## config.mk

```make
export PLATFORM = sky130hd
export DESIGN_NAME = ps2_key_tracker
export DESIGN_NICKNAME = d
export VERILOG_FILES = /design/src/rtl/ps2_key_tracker.sv
export SDC_FILE = /design/constraint.sdc
export NUM_CORES = 1
export LEC_CHECK = 0
export CAP_MARGIN = 20
export CORE_ASPECT_RATIO = 1.1
export CORE_MARGIN = 3
export CORE_UTILIZATION = 30
export DETAILED_ROUTE_END_ITERATION = 8
export GPL_TIMING_DRIVEN = 1
export SLEW_MARGIN = 20
export SYNTH_ARGS = -nofsm -noshare
export SYNTH_HDL_FRONTEND = slang
export SYNTH_SLANG_ARGS = --single-unit
```

## constraint.sdc

```tcl
create_clock -name clk -period 4.1 [get_ports clk]
set_input_delay 0.82 -clock clk [delete_from_list [all_inputs] [get_ports clk]]
set_output_delay 0.82 -clock clk [all_outputs]
set_load 0.02 [all_outputs]
```

## src/rtl/ps2_key_tracker.sv

```systemverilog
// PS/2 keyboard front end: deserialises frames, decodes E0/F0/E1 prefixes, tracks held keys, queues make/break events.
// Optional auto-repeat generation is enabled by defining KBD_AUTOREPEAT_EN.
module ps2_key_tracker #(
  parameter int FIFO_DEPTH    = 8,
  parameter int TIMEOUT_CYC   = 100000,
  parameter int REPEAT_DELAY  = 50000000,
  parameter int REPEAT_PERIOD = 10000000
) (
  input  logic       clk,
  input  logic       rst_n,
  input  logic       ps2_clk,
  input  logic       ps2_data,
  output logic [2:0] key,
  output logic [7:0] held,
  output logic       ev_valid,
  output logic [3:0] ev_code,
  input  logic       ev_ready,
  output logic       ev_overflow,
  output logic       frame_err
);

  localparam int TW = $clog2(TIMEOUT_CYC + 1);
  localparam int AW = $clog2(FIFO_DEPTH);

  if (FIFO_DEPTH < 2 || (FIFO_DEPTH & (FIFO_DEPTH - 1)) != 0 || TIMEOUT_CYC < 2 ||
      REPEAT_DELAY < 1 || REPEAT_PERIOD < 1) begin : g_bad_param
    $error("ps2_key_tracker: illegal parameter value");
  end

  typedef enum logic [1:0] {R_IDLE, R_DATA, R_PARITY, R_STOP} rx_state_t;
  typedef enum logic [1:0] {P_BASE, P_EXT, P_BRK, P_EXT_BRK} ps_state_t;

  // Synchronisers; clock chain resets high so a released line never looks like a fall
  logic [2:0] clk_sync;
  logic [1:0] dat_sync;
  logic       fall;
  logic       din;

  always_ff @(posedge clk or negedge rst_n) begin
    if (!rst_n) begin
      clk_sync <= 3'b111;
      dat_sync <= 2'b11;
    end else begin
      clk_sync <= {clk_sync[1:0], ps2_clk};
      dat_sync <= {dat_sync[0], ps2_data};
    end
  end

  assign fall = clk_sync[2] & ~clk_sync[1];
  assign din  = dat_sync[1];

  rx_state_t       rx_state, rx_nxt;
  logic [7:0]      shift, shift_nxt;
  logic [2:0]      bit_cnt, bit_cnt_nxt;
  logic            par_ok, par_ok_nxt;
  logic [TW-1:0]   wd_cnt, wd_nxt;
  logic            byte_vld, byte_vld_nxt;
  logic            err_nxt;

  always_comb begin
    rx_nxt       = rx_state;
    shift_nxt    = shift;
    bit_cnt_nxt  = bit_cnt;
    par_ok_nxt   = par_ok;
    wd_nxt       = wd_cnt;
    byte_vld_nxt = 1'b0;
    err_nxt      = 1'b0;
    if (fall) begin
      wd_nxt = '0;
      case (rx_state)
        R_IDLE: begin
          if (!din) begin
            rx_nxt      = R_DATA;
            bit_cnt_nxt = 3'd0;
          end
        end
        R_DATA: begin
          shift_nxt   = {din, shift[7:1]};
          bit_cnt_nxt = bit_cnt + 3'd1;
          if (bit_cnt == 3'd7) rx_nxt = R_PARITY;
        end
        R_PARITY: begin
          par_ok_nxt = ^{shift, din};
          rx_nxt     = R_STOP;
        end
        default: begin
          if (din && par_ok) byte_vld_nxt = 1'b1;
          else               err_nxt      = 1'b1;
          rx_nxt = R_IDLE;
        end
      endcase
    end else if (rx_state != R_IDLE) begin
      if (wd_cnt == TW'(TIMEOUT_CYC - 1)) begin
        rx_nxt = R_IDLE;
        wd_nxt = '0;
      end else begin
        wd_nxt = wd_cnt + TW'(1);
      end
    end
  end

  always_ff @(posedge clk or negedge rst_n) begin
    if (!rst_n) begin
      rx_state  <= R_IDLE;
      shift     <= '0;
      bit_cnt   <= '0;
      par_ok    <= 1'b0;
      wd_cnt    <= '0;
      byte_vld  <= 1'b0;
      frame_err <= 1'b0;
    end else begin
      rx_state  <= rx_nxt;
      shift     <= shift_nxt;
      bit_cnt   <= bit_cnt_nxt;
      par_ok    <= par_ok_nxt;
      wd_cnt    <= wd_nxt;
      byte_vld  <= byte_vld_nxt;
      frame_err <= err_nxt;
    end
  end

  function automatic logic [2:0] map_code(input logic [7:0] b, input logic ext);
    logic [2:0] c;
    c = 3'd7;
    if (ext) begin
      case (b)
        8'h75: c = 3'd3;
        8'h72: c = 3'd4;
        8'h6B: c = 3'd5;
        8'h74: c = 3'd6;
        default: c = 3'd7;
      endcase
    end else begin
      case (b)
        8'h76:        c = 3'd1;
        8'h29:        c = 3'd2;
        8'h1D, 8'h42: c = 3'd3;
        8'h1B, 8'h3B: c = 3'd4;
        8'h1C, 8'h33: c = 3'd5;
        8'h23, 8'h4B: c = 3'd6;
        default:      c = 3'd7;
      endcase
    end
    return c;
  endfunction

  function automatic logic [2:0] lowest_held(input logic [7:0] h);
    logic [2:0] r;
    r = 3'd0;
    for (int i = 7; i >= 1; i--) begin
      if (h[i]) r = 3'(i);
    end
    return r;
  endfunction

  ps_state_t  ps_state, ps_nxt;
  logic [2:0] skip_cnt, skip_nxt;
  logic [7:0] held_nxt;
  logic [2:0] key_nxt;
  logic [2:0] code;
  logic       par_push;
  logic [3:0] par_dat;

  always_comb begin
    ps_nxt   = ps_state;
    skip_nxt = skip_cnt;
    held_nxt = held;
    key_nxt  = key;
    code     = 3'd0;
    par_push = 1'b0;
    par_dat  = 4'd0;
    if (byte_vld) begin
      if (skip_cnt != 3'd0) begin
        skip_nxt = skip_cnt - 3'd1;
      end else if (shift == 8'hE1) begin
        skip_nxt = 3'd7;
        ps_nxt   = P_BASE;
      end else if (shift == 8'hE0) begin
        ps_nxt = (ps_state == P_BRK || ps_state == P_EXT_BRK) ? P_EXT_BRK : P_EXT;
      end else if (shift == 8'hF0) begin
        ps_nxt = (ps_state == P_BASE || ps_state == P_BRK) ? P_BRK : P_EXT_BRK;
      end else begin
        code   = map_code(shift, ps_state == P_EXT || ps_state == P_EXT_BRK);
        ps_nxt = P_BASE;
        if (ps_state == P_BRK || ps_state == P_EXT_BRK) begin
          if (held[code]) begin
            held_nxt[code] = 1'b0;
            par_push       = 1'b1;
            par_dat        = {1'b0, code};
          end
          // Releasing the reported key falls back to the lowest still-held code
          if (code == key) key_nxt = lowest_held(held_nxt);
        end else begin
          if (!held[code]) begin
            held_nxt[code] = 1'b1;
            par_push       = 1'b1;
            par_dat        = {1'b1, code};
          end
          key_nxt = code;
        end
      end
    end
  end

  always_ff @(posedge clk or negedge rst_n) begin
    if (!rst_n) begin
      ps_state <= P_BASE;
      skip_cnt <= '0;
      held     <= '0;
      key      <= '0;
    end else begin
      ps_state <= ps_nxt;
      skip_cnt <= skip_nxt;
      held     <= held_nxt;
      key      <= key_nxt;
    end
  end

  logic [3:0]    mem [FIFO_DEPTH];
  logic [AW-1:0] wr_ptr, rd_ptr;
  logic [AW:0]   count;
  logic          full, empty, do_push, do_pop, push;
  logic [3:0]    push_dat;

  assign full  = (count == (AW+1)'(FIFO_DEPTH));
  assign empty = (count == '0);

`ifdef KBD_AUTOREPEAT_EN
  localparam int RMAX = (REPEAT_DELAY > REPEAT_PERIOD) ? REPEAT_DELAY : REPEAT_PERIOD;
  localparam int RW   = $clog2(RMAX + 1);

  logic [RW-1:0] rep_cnt;
  logic          rep_first, rep_fire;

  always_comb begin
    rep_fire = (key != 3'd0) && (key_nxt == key) && !full && !par_push &&
               (rep_cnt == (rep_first ? RW'(REPEAT_DELAY - 1) : RW'(REPEAT_PERIOD - 1)));
  end

  always_ff @(posedge clk or negedge rst_n) begin
    if (!rst_n) begin
      rep_cnt   <= '0;
      rep_first <= 1'b1;
    end else if (key_nxt != key) begin
      rep_cnt   <= '0;
      rep_first <= 1'b1;
    end else if (key == 3'd0 || full || par_push) begin
      rep_cnt <= rep_cnt;
    end else if (rep_fire) begin
      rep_cnt   <= '0;
      rep_first <= 1'b0;
    end else begin
      rep_cnt <= rep_cnt + RW'(1);
    end
  end

  assign push     = par_push | rep_fire;
  assign push_dat = par_push ? par_dat : {1'b1, key};
`else
  assign push     = par_push;
  assign push_dat = par_dat;
`endif

  assign do_pop  = ev_ready & ~empty;
  assign do_push = push & (~full | do_pop);

  always_ff @(posedge clk or negedge rst_n) begin
    if (!rst_n) begin
      for (int i = 0; i < FIFO_DEPTH; i++) mem[i] <= '0;
      wr_ptr      <= '0;
      rd_ptr      <= '0;
      count       <= '0;
      ev_overflow <= 1'b0;
    end else begin
      if (do_push) begin
        mem[wr_ptr] <= push_dat;
        wr_ptr      <= wr_ptr + AW'(1);
      end
      if (do_pop) rd_ptr <= rd_ptr + AW'(1);
      case ({do_push, do_pop})
        2'b10:   count <= count + (AW+1)'(1);
        2'b01:   count <= count - (AW+1)'(1);
        default: count <= count;
      endcase
      if (push && full && !do_pop) ev_overflow <= 1'b1;
    end
  end

  assign ev_valid = ~empty;
  assign ev_code  = mem[rd_ptr];

endmodule

```

==> results.py, run 1 <==
metrics = {
    "sta": {
        "slew_headroom_pct": 38.3,
        "worstMarginPinSlew_ns": 0.921,
        "fin_ws_ns": 0.172,
        "period_needed_ns": 3.93,
        "finalHoldViolations": 0,
        "tns_ns": 0,
        "skew_ns": 0.0110,
        "slew_violations": 0,
        "setup_violations": 0,
        "finalCritPeriodShare_pct": 95.8,
        "fmax_mhz": 255,
    },
    "power_and_ir_drop": {
        "seqPwrFrac_pct": 47.5,
        "pwr_density_cell_nw_per_um2": 394,
        "switchingPower_uw": 754,
        "p_clk_share_pct": 33.9,
        "p_comb_share_pct": 18.6,
        "power.internal_uw": 1760,
        "peakVddDrop_uv": 243,
        "leakage_uw": 0.00266,
        "total_power_uw": 2510,
        "swShare_pct": 30.0,
    },
    "clock_tree": {
        "path_clk_slew_ns": 0.07,
        "ctsRootBufferMaster": "clkbuf_16",
        "cts_max_path_buffers": 2,
        "numClockSinks": 97,
        "insertion_delay_ns": 0.35,
        "cts_buffers": 9,
        "tritoncts": "yes",
        "cts_max_level": 3,
    },
    "finish": {
        "antennaDiodeCount": 0,
        "register_area_um2": 2440,
        "fin_nets": 582,
        "layout.cells.non_filler": 803,
        "syn_to_final_growth_pct": 17.1,
        "multi_input_area_um2": 2930,
        "stdcell_area_um2": 6370,
        "drive_gt1_share_pct": 18.6,
        "fillers": 1801,
    },
    "synthesis": {
        "syn-cell-area_um2": 5440,
        "synth.area.top_cells": "dfrtp_1, nand2_1, mux2_2",
        "synth-warning-count": 0,
        "yosysTopAreaCellShare_pct": 42.3,
        "synth_edf_count": 0,
        "avgSynthCellArea_um2": 10.3,
        "ys_seq_area_share_pct": 44.7,
        "synthDistinctLibCells": 76,
        "synthArstFlopShare_pct": 100,
        "synthesis.nets": 552,
        "synth_ff_type": "dfrtp_1",
        "synth_seq_cells": 97,
        "synth_top_area_cell": "dfrtp_1",
        "postSynthCellCount": 531,
    },
    "global_route": {
        "overflow": 0,
        "grt_pass1_vias": 4130,
        "grt_util_all_layers_pct": 12.3,
        "grt_max_degree": 63,
        "antenna_found_initial": 0,
        "grt_pass1_wl_um": 20200,
    },
    "placement": {
        "post-place-ws_ns": -0.0503,
        "dp_hpwl_um": 8530,
        "io_buffers": 22,
        "dp.cells": 784,
        "placed_area_um2": 5960,
        "gp_congestion": 0.857,
    },
    "status": {
        "outcome": "complete, no violations",
    },
    "worst_hold_path": {
        "holdPathStages": 0,
        "min_path_type": "flop to flop",
        "hp-start": "clk_sync[0]",
        "min_to": "clk_sync[1]",
    },
    "routing": {
        "vias": 4156,
        "route.detailed.drc": 0,
        "wl_met3_um": 297,
        "wl_um": 12100,
        "first_pass_iters": 4,
        "top_layer": "met4",
        "wl_met1_um": 5510,
        "ant_nets": 0,
        "detail_route.wl_per_cell_um": 15.1,
        "routed_via_density": 5.18,
        "dr_wl_met2_um": 6150,
        "drtIter0Drc": 261,
    },
    "setup_path": {
        "cp-end-kind": "flop",
        "startpoint_type": "flop",
        "rr_endpoint": "count[3]",
        "cp_max_fo": 11,
        "reg2reg_from": "shift[1]",
        "reg2regPathDepth": 17,
        "worstPathRequired_ns": 4.36,
        "worstSetupPathType": "flop to flop",
        "reg2reg_slack_ns": 0.17,
        "critical_path_arrival_ns": 4.19,
    },
    "job": {
        "cap_violations": 0,
    },
    "die": {
        "io_pins": 23,
        "core_um2": 17700,
        "start_util_pct": 30.7,
        "rows": 51,
        "dieArea_um2": 19800,
        "die_h_um": 147,
        "chipWidth_um": 134,
    },
}
-- cell usage after synthesis, types with 3 or more instances --
cell type  instances
dfrtp_1           92
nand2_1           76
o21ai_0           35
mux2_2            25
nor2_1            24
nand3_1           19
o31ai_1           18
a21oi_1           17
nand2b_1          16
xnor2_1           16
ha_1              15
inv_1             14
nor2b_1           10
buf_2              9
mux2i_1            9
nor3_1             9
and3_1             8
clkbuf_1           8
mux4_2             8
o31ai_2            6
xor2_1             6
a31oi_1            5
dfstp_2            5
o211ai_1           5
and2_1             4
nand4_1            4
nor4_1             4
a31o_2             3
o32ai_1            3
-- area by class of cell --
| type | count | area share (%) |
|---|---|---|
| multi-input combinational | 398 | 46.0 |
| sequential | 97 | 38.3 |
| timing repair buffer | 40 | 5.54 |
| tap | 238 | 4.67 |
| clock buffer | 10 | 3.59 |
| clock inverter | 5 | 1.02 |
| inverter | 15 | 0.883 |
-- critical path, cell delays in order (launching register included) --
cell and delay (ns):
dfrtp_1 0.38, buf_4 0.19, or4b_4 0.55, nor2_4 0.23, o31a_1 0.24, mux2i_1 0.23
mux2i_2 0.13, a21oi_4 0.17, inv_1 0.06, ha_1 0.29, nand2_1 0.09, nand3_2 0.15
inv_1 0.07, ha_1 0.28, a21o_1 0.18, a21oi_1 0.18, mux2i_1 0.23, xor2_1 0.19
-- per-layer routing --
metal	vias up	GRT usage, %
met5	-	0
met4	0	3.11
met3	13	2.95
met2	61	21.2
met1	2099	15.4
li1	1983	-
-- layout by cell type, fill, tap and decap left out, types with 17 or more instances in the layout --
cell             Yosys  routed
dfrtp_1             92      88
buf_4                0      19
nand2_1             76      76
a21oi_1             17      17
clkdlybuf4s50_1      0      21
nand3_1             19      18
o31ai_1             18      17
mux2_2              25      25
nor2_1              24      24
o21ai_0             35      35
-- power groups by stage --
stage / registers [uW] / clock network, uW / logic, uW
global route: 1210 / 914 / 525
floorplan: 1120 / 0 / 421
finish: 1190 / 852 / 467
CTS: 1190 / 878 / 467
global placement: 1200 / 0 / 444
detailed placement: 1200 / 0 / 465
-- registers in the layout (all words and copies together), names as in the netlist --
name and cells:
par_ok 1, bit_cnt 3, rd_ptr 3, mem 32, ps_state 2, held 8
skip_cnt 3, ev_overflow 1, count 4, key 3, frame_err 1, wr_ptr 3
wd_cnt 17, rx_state 2, clk_sync 3, byte_vld 1, dat_sync 2, shift 8
-- worst max-delay path by stage --
stage	start	end	slack, ns	depth (start not counted)
final	shift[1]	count[3]	0.17	17
after global routing	shift[1]	count[3]	-0.006	17
after CTS	shift[4]	count[3]	0.05	16
after detailed placement	shift[3]	count[3]	-0.05	16
after global placement	shift[5]	count[3]	0.11	16
after floorplan	shift[5]	count[3]	0.43	17
-- stage by stage --
| stage | utilization (%) | hold WS (ns) |
|---|---|---|
| 2_1_floorplan | - | 0.345 |
| 3_3_place_gp | 33.6 | 0.347 |
| 3_5_place_dp | 33.6 | 0.347 |
| 4_1_cts | 35.3 | 0.356 |
| 5_1_grt | 35.9 | 0.358 |
| 6_report | 35.9 | 0.356 |
-- what timing repair did --
item                                    CTS  global route
resized for setup                         1            14
hold buffers                              0             0
endpoints found under the setup margin    1             1
pin swaps                                 0             5
buffers inserted                          0             4
-- cell families after synthesis --
logic type,share of synthesized area (%)
XOR/XNOR,3.84
AND/OR/NAND/NOR,18.3
flip-flops,44.7
adder cells (fa/ha/maj),3.82
AO/OA/AOI/OAI,16.0
multiplexers,10.4
buffers and inverters,2.96
Note: power is estimated with default switching activity, not from simulation.
==> inputs of run 2 (changes only) <==
ABC_CLOCK_PERIOD_IN_PS = 4100   (was default)
SLEW_MARGIN = default   (was 20)
==> results of run 2 <==
Same layout as run 1: the final DEF is identical, and so are final timing and power.
